===== src/rtl/mips_mem_pkg.sv =====
// Shared state encodings and constants for the MIPS memory port controller.
package mips_mem_pkg;

  typedef enum logic {
    IIdle = 1'b0,
    IResp = 1'b1
  } inst_state_e;

  typedef enum logic [1:0] {
    DIdle = 2'd0,
    DRmw  = 2'd1,
    DResp = 2'd2
  } data_state_e;

  // Byte-address bits dropped when forming a memory word address.
  localparam int unsigned WordLsb = 2;

  localparam logic [3:0] FullStrb = 4'hf;

endpackage


===== src/rtl/mem_byte_merge.sv =====
// Per-byte merge of a new store word into an old memory word under a byte strobe.
module mem_byte_merge (
  input  logic [31:0] old_word_i,
  input  logic [31:0] new_word_i,
  input  logic [3:0]  strb_i,
  output logic [31:0] merged_o
);

  always_comb begin
    merged_o = old_word_i;
    for (int b = 0; b < 4; b++) begin
      if (strb_i[b]) begin
        merged_o[8*b +: 8] = new_word_i[8*b +: 8];
      end
    end
  end

endmodule


===== src/rtl/mem_port_ctrl.sv =====
// Instruction/data valid-ready front end onto a dual-read, single-write word memory.
// MEM_PORT_CTRL_RMW_EN enables byte-strobed stores via read-modify-write.
module mem_port_ctrl
  import mips_mem_pkg::*;
#(
  parameter int unsigned ADDR_WIDTH = 10
) (
  input  logic                  clk,
  input  logic                  rst,
  input  logic                  inst_req_valid,
  output logic                  inst_req_ready,
  input  logic [31:0]           inst_addr,
  output logic                  inst_resp_valid,
  input  logic                  inst_resp_ready,
  output logic [31:0]           inst_rdata,
  input  logic                  data_req_valid,
  output logic                  data_req_ready,
  input  logic [31:0]           data_addr,
  input  logic                  data_wen,
  input  logic [3:0]            data_wstrb,
  input  logic [31:0]           data_wdata,
  output logic                  data_resp_valid,
  input  logic                  data_resp_ready,
  output logic [31:0]           data_rdata,
  output logic [ADDR_WIDTH-1:0] mem_raddr1,
  output logic [ADDR_WIDTH-1:0] mem_raddr2,
  output logic [ADDR_WIDTH-1:0] mem_waddr,
  output logic                  mem_rden1,
  output logic                  mem_rden2,
  output logic                  mem_wren,
  output logic [31:0]           mem_wdata,
  input  logic [31:0]           mem_rdata1,
  input  logic [31:0]           mem_rdata2
);

  function automatic logic [ADDR_WIDTH-1:0] word_addr(input logic [31:0] byte_addr);
    return {{WordLsb{1'b0}}, byte_addr[ADDR_WIDTH-1:WordLsb]};
  endfunction

  inst_state_e inst_state_q, inst_state_d;
  logic [31:0] inst_rdata_q, inst_rdata_d;
  data_state_e data_state_q, data_state_d;
  logic [31:0] data_rdata_q, data_rdata_d;

`ifdef MEM_PORT_CTRL_RMW_EN
  logic [ADDR_WIDTH-1:0] pend_addr_q, pend_addr_d;
  logic [31:0]           pend_wdata_q, pend_wdata_d;
  logic [3:0]            pend_strb_q, pend_strb_d;
  logic [31:0]           merged_word;

  mem_byte_merge u_byte_merge (
    .old_word_i (mem_rdata2),
    .new_word_i (pend_wdata_q),
    .strb_i     (pend_strb_q),
    .merged_o   (merged_word)
  );
`endif

  // Address bits outside the word index are intentionally ignored.
  logic unused_addr_bits;
`ifdef MEM_PORT_CTRL_RMW_EN
  assign unused_addr_bits = ^{inst_addr[31:ADDR_WIDTH], inst_addr[WordLsb-1:0],
                              data_addr[31:ADDR_WIDTH], data_addr[WordLsb-1:0]};
`else
  assign unused_addr_bits = ^{inst_addr[31:ADDR_WIDTH], inst_addr[WordLsb-1:0],
                              data_addr[31:ADDR_WIDTH], data_addr[WordLsb-1:0], data_wstrb};
`endif

  // Instruction channel
  always_comb begin
    inst_state_d    = inst_state_q;
    inst_rdata_d    = inst_rdata_q;
    inst_req_ready  = 1'b0;
    inst_resp_valid = 1'b0;
    mem_rden1       = 1'b0;
    mem_raddr1      = '0;
    if (!rst) begin
      case (inst_state_q)
        IIdle: begin
          inst_req_ready = 1'b1;
          mem_rden1      = inst_req_valid;
          mem_raddr1     = word_addr(inst_addr);
          if (inst_req_valid) begin
            inst_rdata_d = mem_rdata1;
            inst_state_d = IResp;
          end
        end
        IResp: begin
          inst_resp_valid = 1'b1;
          if (inst_resp_ready) begin
            inst_state_d = IIdle;
          end
        end
        default: inst_state_d = IIdle;
      endcase
    end
  end

  // Data channel
  always_comb begin
    data_state_d    = data_state_q;
    data_rdata_d    = data_rdata_q;
    data_req_ready  = 1'b0;
    data_resp_valid = 1'b0;
    mem_rden2       = 1'b0;
    mem_raddr2      = '0;
    mem_wren        = 1'b0;
    mem_waddr       = '0;
    mem_wdata       = '0;
`ifdef MEM_PORT_CTRL_RMW_EN
    pend_addr_d     = pend_addr_q;
    pend_wdata_d    = pend_wdata_q;
    pend_strb_d     = pend_strb_q;
`endif
    if (!rst) begin
      case (data_state_q)
        DIdle: begin
          data_req_ready = 1'b1;
          if (data_req_valid) begin
            if (!data_wen) begin
              mem_rden2    = 1'b1;
              mem_raddr2   = word_addr(data_addr);
              data_rdata_d = mem_rdata2;
              data_state_d = DResp;
`ifdef MEM_PORT_CTRL_RMW_EN
            end else if (data_wstrb != FullStrb) begin
              pend_addr_d  = word_addr(data_addr);
              pend_wdata_d = data_wdata;
              pend_strb_d  = data_wstrb;
              data_state_d = DRmw;
`endif
            end else begin
              mem_wren     = 1'b1;
              mem_waddr    = word_addr(data_addr);
              mem_wdata    = data_wdata;
              data_rdata_d = data_wdata;
              data_state_d = DResp;
            end
          end
        end
`ifdef MEM_PORT_CTRL_RMW_EN
        DRmw: begin
          mem_rden2  = 1'b1;
          mem_raddr2 = pend_addr_q;
          // An empty strobe still responds, but leaves memory untouched.
          if (pend_strb_q != '0) begin
            mem_wren  = 1'b1;
            mem_waddr = pend_addr_q;
            mem_wdata = merged_word;
          end
          data_rdata_d = merged_word;
          data_state_d = DResp;
        end
`endif
        DResp: begin
          data_resp_valid = 1'b1;
          if (data_resp_ready) begin
            data_state_d = DIdle;
          end
        end
        default: data_state_d = DIdle;
      endcase
    end
  end

  always_ff @(posedge clk) begin
    if (rst) begin
      inst_state_q <= IIdle;
      inst_rdata_q <= '0;
      data_state_q <= DIdle;
      data_rdata_q <= '0;
    end else begin
      inst_state_q <= inst_state_d;
      inst_rdata_q <= inst_rdata_d;
      data_state_q <= data_state_d;
      data_rdata_q <= data_rdata_d;
    end
  end

`ifdef MEM_PORT_CTRL_RMW_EN
  always_ff @(posedge clk) begin
    if (rst) begin
      pend_addr_q  <= '0;
      pend_wdata_q <= '0;
      pend_strb_q  <= '0;
    end else begin
      pend_addr_q  <= pend_addr_d;
      pend_wdata_q <= pend_wdata_d;
      pend_strb_q  <= pend_strb_d;
    end
  end
`endif

  assign inst_rdata = inst_rdata_q;
  assign data_rdata = data_rdata_q;

endmodule


===== config.mk =====
export PLATFORM = sky130hd
export DESIGN_NAME = mem_port_ctrl
export DESIGN_NICKNAME = d
export VERILOG_FILES = /design/src/rtl/mips_mem_pkg.sv /design/src/rtl/mem_byte_merge.sv /design/src/rtl/mem_port_ctrl.sv
export SDC_FILE = /design/constraint.sdc
export NUM_CORES = 1
export LEC_CHECK = 0
export ABC_AREA = 0
export BUFFER_PORTS_ARGS = -buffer_cell sky130_fd_sc_hd__buf_2
export CORE_AREA = 2 2 118 120
export CTS_CLUSTER_DIAMETER = 200
export DETAILED_ROUTE_END_ITERATION = 8
export DIE_AREA = 0 0 120 122
export GPL_TIMING_DRIVEN = 0
export PLACE_DENSITY_LB_ADDON = 0.05
export SLEW_MARGIN = 20
export SYNTH_ARGS = -nofsm -noshare
export SYNTH_HDL_FRONTEND = slang
export SYNTH_HIERARCHICAL = 1
export SYNTH_SLANG_ARGS = --single-unit

===== constraint.sdc =====
create_clock -name clk -period 3.1 [get_ports clk]
set_input_delay 0.155 -clock clk [delete_from_list [all_inputs] [get_ports clk]]
set_output_delay 0.155 -clock clk [all_outputs]
set_load 0.02 [all_outputs]

Word level (Yosys, flattened, before mapping)
Index checks and enable logic that the tools add are counted.
Widths: inputs -> output; s select.
Operators by class
  bitwise gates (word level): 1
  reductions and logical operators: 4
  add/sub/neg operators: 0
  multipliers: 0
  divide/modulo/power cells: 0
  shift-type cells: 0
  magnitude comparators: 0
  equality and inequality tests: 3
  mux-type cells: 39
Operators by type and width (count)
  $mux 32: 5
  $mux 8: 10
  $mux 1: 20
  $reduce_and 2->1: 3
  $mux 2: 2
  $ne 2x2->1 const B: 2
  $pmux 2 s2: 1
  $eq 2x2->1 const B: 1
  $logic_not 2->1: 1
  $pmux 1 s2: 1
  $not 1->1: 1
Storage, ports and cells
  bits of input ports: 171
  register bits after elaboration: 67
  latch bits: 0
  memories kept: 0
  output and inout bits: 133
  memory bits (writable): 0
  word-level logic and storage cells: 51
  memory bits (read-only): 0

Depth between registers and ports, before layout
Gate-level depths: netlist of run 1.
  word-level depth: 4
  depth in mapped cells: 5
  mapped depth without buffers: 3

Worst setup path after synthesis of run 1
OpenSTA, ideal clock, no wires.
  path type: register -> output
  start: register data_state_q[1]
  end: output mem_wdata[0]
  cell stages (with the launch flop): 5
  arrival time: 1272 ps
  setup slack: 1673 ps
  buffers on the path: 1
  required time: 2945 ps
  path through: dfxtp_1 > nor2_2 > and3_4 > clkbuf_2 > and2_1
Between the ends
  longest elaborated chain between the ends: 3
Ends and longest elaborated chain
  start: declaration: RTL line mem_port_ctrl.sv:42  | data_state_e data_state_q, data_state_d;
  start signal: assignment: RTL line mem_port_ctrl.sv:170  | data_state_q <= DIdle;
  start signal: assignment: RTL line mem_port_ctrl.sv:175  | data_state_q <= data_state_d;
  $logic_not 2->1: RTL line mem_port_ctrl.sv:116  | case (data_state_q)
  $mux 32: RTL line mem_port_ctrl.sv:116
  $mux 32: RTL line mem_port_ctrl.sv:115  | if (!rst) begin
  end: declaration: RTL line mem_port_ctrl.sv:31  | output logic [31:0] mem_wdata,
No other way between the ends.

Worst setup path after layout of run 1
  start: register data_state_q[1]
  end: output mem_wdata[6]
Same word-level chain as after synthesis.

==> results of run 1 <==
## area by class of cell
cell class / instances / area, sq um
fillers: 1433 / 8480
multi-input cells: 268 / 1720
flip-flops and latches: 66 / 1320
repair buffers: 243 / 1220
plain buffers: 37 / 260
clock buffers: 13 / 240
well taps: 180 / 225
clock inverters: 3 / 40.0
diodes: 1 / 2.50
## per-layer routing
layer / share of wire [%] / routed length [um] / vias up
met5: 0 / 0 / -
met4: 0.74 / 79 / 0
met3: 10 / 1100 / 7
met2: 47 / 4950 / 136
met1: 42 / 4490 / 1491
li1: - / - / 1726
## registers in the layout, summed over array words and instances, names as in the netlist
signal and flops:
data_rdata 32, inst_rdata 32, data_state_q 1, inst_state_q 1
## final timing paths
check	start	to	slack (ns)
worst max register to register	data_state_q[1]	data_rdata[16]	1.88
worst min register to register	inst_rdata[12]	inst_rdata[12]	0.45
worst max-delay path	data_state_q[1]	mem_wdata[6]	1.33
worst min-delay path	data_resp_ready	data_state_q[1]	0.01
## power by group
group          internal, mW  switching, mW
clock network         0.621          0.365
registers             0.912         0.0313
logic                 0.226          0.329
total                  1.76          0.725
## through the flow
stage               instance area [sq um]  hold WS (ns)  cells  util (%)  power (mW)
finish                               5030        0.0145    811      37.2        2.48
global route                         5020        0.0120    810      37.2        2.62
CTS                                  5020        0.0101    810      37.2        2.52
detailed placement                   4740         0.360    794      35.1        1.53
global placement                     4740         0.344    794      35.1        1.52
floorplan                            3300         0.255    371         -        1.31
## critical path, cell delays in order (launching register included)
cell	delay (ns)
sky130_fd_sc_hd__dfxtp_1	0.38
sky130_fd_sc_hd__nor2_2	0.14
sky130_fd_sc_hd__and3_4	0.24
sky130_fd_sc_hd__clkbuf_2	0.21
sky130_fd_sc_hd__and2_1	0.15
sky130_fd_sc_hd__buf_2	0.16
## cells in the mapped netlist
cell type | count | share of area [%]
sky130_fd_sc_hd__nor2_2 | 1 | 0.19
sky130_fd_sc_hd__a21oi_1 | 33 | 5.0
sky130_fd_sc_hd__nor4b_4 | 1 | 0.72
sky130_fd_sc_hd__clkbuf_4 | 2 | 0.46
sky130_fd_sc_hd__nor2_1 | 34 | 3.9
sky130_fd_sc_hd__nor2b_2 | 1 | 0.27
sky130_fd_sc_hd__buf_2 | 12 | 1.8
sky130_fd_sc_hd__mux2i_1 | 32 | 9.8
sky130_fd_sc_hd__buf_6 | 7 | 2.4
sky130_fd_sc_hd__buf_4 | 12 | 2.7
sky130_fd_sc_hd__dfxtp_1 | 66 | 40
sky130_fd_sc_hd__and3_4 | 1 | 0.34
sky130_fd_sc_hd__nand2_1 | 64 | 7.3
sky130_fd_sc_hd__and2_1 | 57 | 11
sky130_fd_sc_hd__conb_1 | 1 | 0.11
sky130_fd_sc_hd__nor2b_1 | 3 | 0.57
sky130_fd_sc_hd__nand2b_1 | 2 | 0.38
sky130_fd_sc_hd__clkbuf_1 | 3 | 0.34
sky130_fd_sc_hd__a211oi_2 | 32 | 12
sky130_fd_sc_hd__clkbuf_2 | 1 | 0.15
sky130_fd_sc_hd__a211oi_1 | 1 | 0.23
## cells by family after synthesis
family,Yosys count
buf+inv,37
other cells,1
mux,32
flops,66
simple gates,164
compound gates,66
==> parameters.txt, run 1 <==
Parameter                              Value

Placed design
  Final Wtd Congestion    0.740
  PortBufs    243
  DP HPWL    8.48 mm
  Post-Place Setup Slack    1.63 ns

Status
  Result of the run    completed

Critical path
  Type of element launching the critical path    register
  Maximum fanout encountered on the critical timing path    10
  Critical path class    register to primary output
  Crit. End Element    primary output
  Arrival time at the worst endpoint    1.61 ns
  Required time at the worst-slack endpoint    2.94 ns
  Worst R2R Path Depth    5

CTS
  Number of H-tree levels    3
  Bufs on Longest Clock Path    2
  Clock tree from TritonCTS    yes
  TritonCTS Buffers    9
  Number of post-CTS setup repair buffers    0
  Number of hold-repair buffers added at the cts stage    0
  Total clock sinks    66
  Post-cts sizing count    0
  Clock-pin slew reported for the worst setup and hold paths after clock tree synthesis    0.06 ns
  Clock Latency Late Sink    0.32 ns
  Root buffer cell    sky130_fd_sc_hd__clkbuf_16

STA
  Post-layout minimum cycle time    1.77 ns
  Post-route fraction of the period consumed by the critical path    57.1%
  Setup slack of the critical path after layout    1.33 ns
  Hold Violations, Final    0
  Number of endpoints failing setup at the final stage    0
  Unrepaired setup endpoints after global routing    no
  Maximum clock frequency    0.565 GHz
  Headroom to the max-slew limit    52.8%
  Final max-slew violation count    0
  Final setup TNS    0 ns
  Transition time at the pin with the least slew margin    0.708 ns
  Final clock skew    0.00382 ns

Detailed routing
  Router iterations before antenna repair    4
  Iter 0 DRT Violations    75
  Antenna violation net count after detailed routing    0
  Drt wl/cell    13.1 um
  DRC viols    0
  Post-detailed-routing wire length    10.6 mm
  Via count    3360
  Average vias per placed instance    4.14

GRT
  Met2 Use GR    22.8%
  Via count of the first global-routing pass    3104
  Wire length of the first global-routing pass    15.9 mm
  Global routing usage summed across all routing layers    13.9%
  Antenna violations before repair    1
  Met1 Use GR    16.6%
  GRT Residual Overflow    0
  GRT Max-Usage Layer    met2
  Largest net degree at the start of global routing    11
  GRT met3 Usage    5.95%

Hold path
  Worst hold stages    2
  Type of the most critical hold path    primary input to register

Power
  Power density normalized to cell area    494 nW/um^2
  Static leakage    2.63 nW
  Maximum vdd drop    188 uV

Synth
  Basic-gate share of the synthesized area counting and, or, nand and nor cells    24.5%
  Number of warnings printed during yosys synthesis    6
  Netlist area before placement    3280 sq um
  Area fraction in compound gates after synthesis    17.4%
  Share of the synthesized netlist area taken by xor and xnor gates    0%
  Unique cell type count in the Yosys netlist    21
  Number of storage elements in the synthesis netlist    66
  Adder-cell area share of the yosys netlist    0%
  Multiplexer area fraction after synthesis    9.75%
  Register area share after synthesis    40.2%
  Post-synthesis average cell area    8.97 sq um
  Post-Synthesis Cells    366
  Combinational family with the most area after synthesis    simple AND/OR/NAND/NOR gates

Floorplan
  Placement row count    43
  Total Die Area    14600 sq um
  Die Y-Extent    122 um
  Core region area    13500 sq um
  Initial core utilization    24.3%
  Overall die width    120 um
  # IOs    304

Final layout
  Most frequent cells in the layout    sky130_fd_sc_hd__buf_2 (255), sky130_fd_sc_hd__dfxtp_1 (66), sky130_fd_sc_hd__nand2_1 (64), sky130_fd_sc_hd__and2_1 (57), sky130_fd_sc_hd__nor2_1 (34)
  Layout cell share with drive strength beyond 1    51.6%
  Layout overhead on the synthesized area    53.1%
  Commonest non-fill, non-tap cell in the layout    sky130_fd_sc_hd__buf_2
  Nets@finish    796

Flow run
  Number of maximum-capacitance violations    0
(Power assumes the default switching activity.)
==> run 2: changes to the inputs <==
- ABC_AREA: 0 -> 1
- CORE_AREA: 2 2 118 120 -> not set
- CORE_UTILIZATION: not set -> 25
- DIE_AREA: 0 0 120 122 -> not set
- clock period: 3.1 -> 1.59 ns (I/O delays scaled with it)
==> parameters.txt, run 2 <==
Parameter                              Value

Final layout
  Number of non-filler instances in the completed layout    1073 (+32%)
  Utilization after layout    39.2% (+2.0 points)
  Most frequent cells in the layout    sky130_fd_sc_hd__buf_2 (243), sky130_fd_sc_hd__nand2_1 (234), sky130_fd_sc_hd__inv_1 (111), sky130_fd_sc_hd__nor2_1 (85), sky130_fd_sc_hd__dfxtp_1 (65)
  Layout overhead on the synthesized area    50.9%
  Number of inserted filler cells in the final layout    1633 (+14%)
  Commonest non-fill, non-tap cell in the layout    sky130_fd_sc_hd__buf_2
  Layout cell share with drive strength beyond 1    39.1% (-12 points)
  Nets@finish    1055 (+33%)
  Final standard cell area without fillers    5790 sq um (+15%)
  Diodes inserted    0 (-1)

STA
  Post-layout minimum cycle time    1.51 ns
  Setup slack of the critical path after layout    0.0776 ns (-1.25 ns)
  Final max-slew violation count    0 (unchanged)
  Final setup TNS    0 ns (unchanged)
  Unrepaired setup endpoints after global routing    yes
  Final clock skew    0.00507 ns (+0.00125 ns)
  Hold slack    0.0351 ns (+0.0206 ns)
  Post-route fraction of the period consumed by the critical path    95.1%
  Number of endpoints failing setup at the final stage    0 (unchanged)
  Hold Violations, Final    0 (unchanged)
  Maximum clock frequency    0.661 GHz

GRT
  Global routing usage summed across all routing layers    16.9% (+3.0 points)
  GRT Residual Overflow    0 (unchanged)
  Largest net degree at the start of global routing    13 (+2)
  Wire length of the first global-routing pass    21.0 mm (+32%)
  Via count of the first global-routing pass    4182 (+35%)
  Antenna violations before repair    0 (-1)

Placed design
  Post-Place Setup Slack    0.248 ns (-1.38 ns)
  DP HPWL    10.4 mm (+23%)
  Standard cell area after detailed placement    5300 sq um (+12%)
  PortBufs    244 (+0.41%)
  Number of instances in the placed design    1054 (+33%)
  Final Wtd Congestion    0.783 (+5.8%)

Floorplan
  Placement row count    44 (+2.3%)
  Die Y-Extent    126 um (+3.1%)
  Initial core utilization    26.0% (+1.7 points)
  Overall die width    126 um (+4.9%)
  Total Die Area    15800 sq um (+8.2%)
  Core region area    14800 sq um (+9.3%)
  # IOs    304 (unchanged)

Synth
  Fraction of registers with async set/reset    0% (unchanged)
  Netlist area before placement    3830 sq um (+17%)
  List of most frequent post-synthesis cells    sky130_fd_sc_hd__nand2_1 (235), sky130_fd_sc_hd__inv_1 (111), sky130_fd_sc_hd__nor2_1 (85), sky130_fd_sc_hd__dfxtp_1 (66), sky130_fd_sc_hd__nor3_2 (38)
  Most repeated cell in the gate-level netlist after synthesis    sky130_fd_sc_hd__nand2_1
  Register area share after synthesis    34.5% (-5.8 points)
  Most used flip-flop cell after synthesis    sky130_fd_sc_hd__dfxtp_1
  Unique cell type count in the Yosys netlist    18 (-14%)
  Post-Synthesis Cells    621 (+70%)
  Post-synthesis average cell area    6.17 sq um (-31%)
  Number of warnings printed during yosys synthesis    6 (unchanged)
  Fraction of post-synthesis cell area in the top cell type by area    34.5% (-5.8 points)
  Number of storage elements in the synthesis netlist    66 (unchanged)
  Number of synthesized flops with an enable pin    0 (unchanged)
  Cell type with the highest aggregate area in the netlist    sky130_fd_sc_hd__dfxtp_1
  Area contributors post-synth    sky130_fd_sc_hd__dfxtp_1 (34%), sky130_fd_sc_hd__nand2_1 (23%), sky130_fd_sc_hd__inv_1 (11%)

CTS
  TritonCTS Buffers    9 (unchanged)
  Number of H-tree levels    3 (unchanged)
  Clock-pin slew reported for the worst setup and hold paths after clock tree synthesis    0.06 ns (about the same)
  Clock Latency Late Sink    0.33 ns (about the same)
  Total clock sinks    66 (unchanged)
  Bufs on Longest Clock Path    2 (unchanged)
  Clock tree from TritonCTS    yes
  Root buffer cell    sky130_fd_sc_hd__clkbuf_16

Power
  Switching share of power    31.2% (+2.0 points)
  Power density normalized to cell area    938 nW/um^2 (+90%)
  Maximum vdd drop    565 uV (+200%)
  Switching pwr    1.69 mW (+130%)
  Static leakage    3.69 nW (+40%)
  Power consumption    5.43 mW (+120%)
  Sequential share of power    34.8% (-3.2 points)
  Total internal power    3.73 mW (+110%)
  Portion of total power attributed to combinational logic    25.0% (+2.7 points)
  Part of the total power dissipated in the clock network    40.2% (+0.5 points)

Critical path
  Type of element launching the critical path    register
  Critical path class    register to primary output
  Required time at the worst-slack endpoint    1.51 ns (-1.43 ns)
  Maximum fanout encountered on the critical timing path    10 (unchanged)
  Crit. End Element    primary output
  Arrival time at the worst endpoint    1.43 ns (-0.18 ns)

Status
  Result of the run    completed

Detailed routing
  Average vias per placed instance    4.03 (-2.6%)
  Antenna violation net count after detailed routing    0 (unchanged)
  DRC viols    0 (unchanged)
  Via count    4329 (+29%)
  Iter 0 DRT Violations    138 (+84%)
  Post-detailed-routing wire length    13.1 mm (+23%)
  Router iterations before antenna repair    4 (unchanged)
  Drt wl/cell    12.2 um (-7.1%)

Flow run
  Number of maximum-capacitance violations    0 (unchanged)

Hold path
  Type of the most critical hold path    primary input to register
-- run 2: metal layers --
metal,GRT usage [%],wire [um]
met4,3.61,99
met1,19.7,5730
met2,29.0,6100
met3,6.88,1120
met5,0,0
-- run 2: final cells by class --
class / count / area (sq um) / share of cell area (%)
Multi-Input combinational cell: 403 / 1870 / 32.3
Sequential cell: 66 / 1320 / 22.9
Timing Repair Buffer: 248 / 1310 / 22.6
Inverter: 112 / 420 / 7.26
Buffer: 44 / 313 / 5.41
Clock buffer: 10 / 239 / 4.13
Tap cell: 184 / 230 / 3.98
Clock inverter: 6 / 90.1 / 1.56
-- run 2: timing repair --
action	CTS	global route
endpoints found under the hold margin	1	0
resized for setup	16	19
setup endpoints to repair	39	22
buffers inserted	3	0
hold buffers	1	0
pin swaps	2	1
-- run 2: logic make-up after synthesis --
kind of cell           share of synthesized area [%]
AND/OR/NAND/NOR                                 46.4
buffers and inverters                           18.7
flip-flops                                      34.5
AO/OA/AOI/OAI                                  0.326
other                                         0.0978
-- run 2: path summary, 6_finish.rpt --
check	cells past startpoint	from	endpoint	slack, ns
worst min register to register	2	inst_rdata[16]	inst_rdata[16]	0.47
worst min-delay path	5	mem_rdata1[30]	inst_rdata[30]	0.04
worst max-delay path	6	data_state_q[1]	mem_waddr[4]	0.08
worst max register to register	5	data_state_q[1]	data_rdata[24]	0.40
-- run 2: power groups by stage --
stage	Clock, mW	Combinational, mW	Sequential [mW]
2_1_floorplan	0	0.640	2.11
3_3_place_gp	0	1.33	1.92
3_5_place_dp	0	1.34	1.92
4_1_cts	2.26	1.37	1.89
5_1_grt	2.33	1.51	1.91
6_report	2.18	1.36	1.89
-- run 2: critical path, stage by stage, from the launching register on --
cell                      delay [ns]
sky130_fd_sc_hd__dfxtp_2        0.34
sky130_fd_sc_hd__nor2_4         0.09
sky130_fd_sc_hd__nand2_2        0.06
sky130_fd_sc_hd__buf_6          0.15
sky130_fd_sc_hd__buf_6          0.16
sky130_fd_sc_hd__nor3_2         0.11
sky130_fd_sc_hd__buf_2          0.18
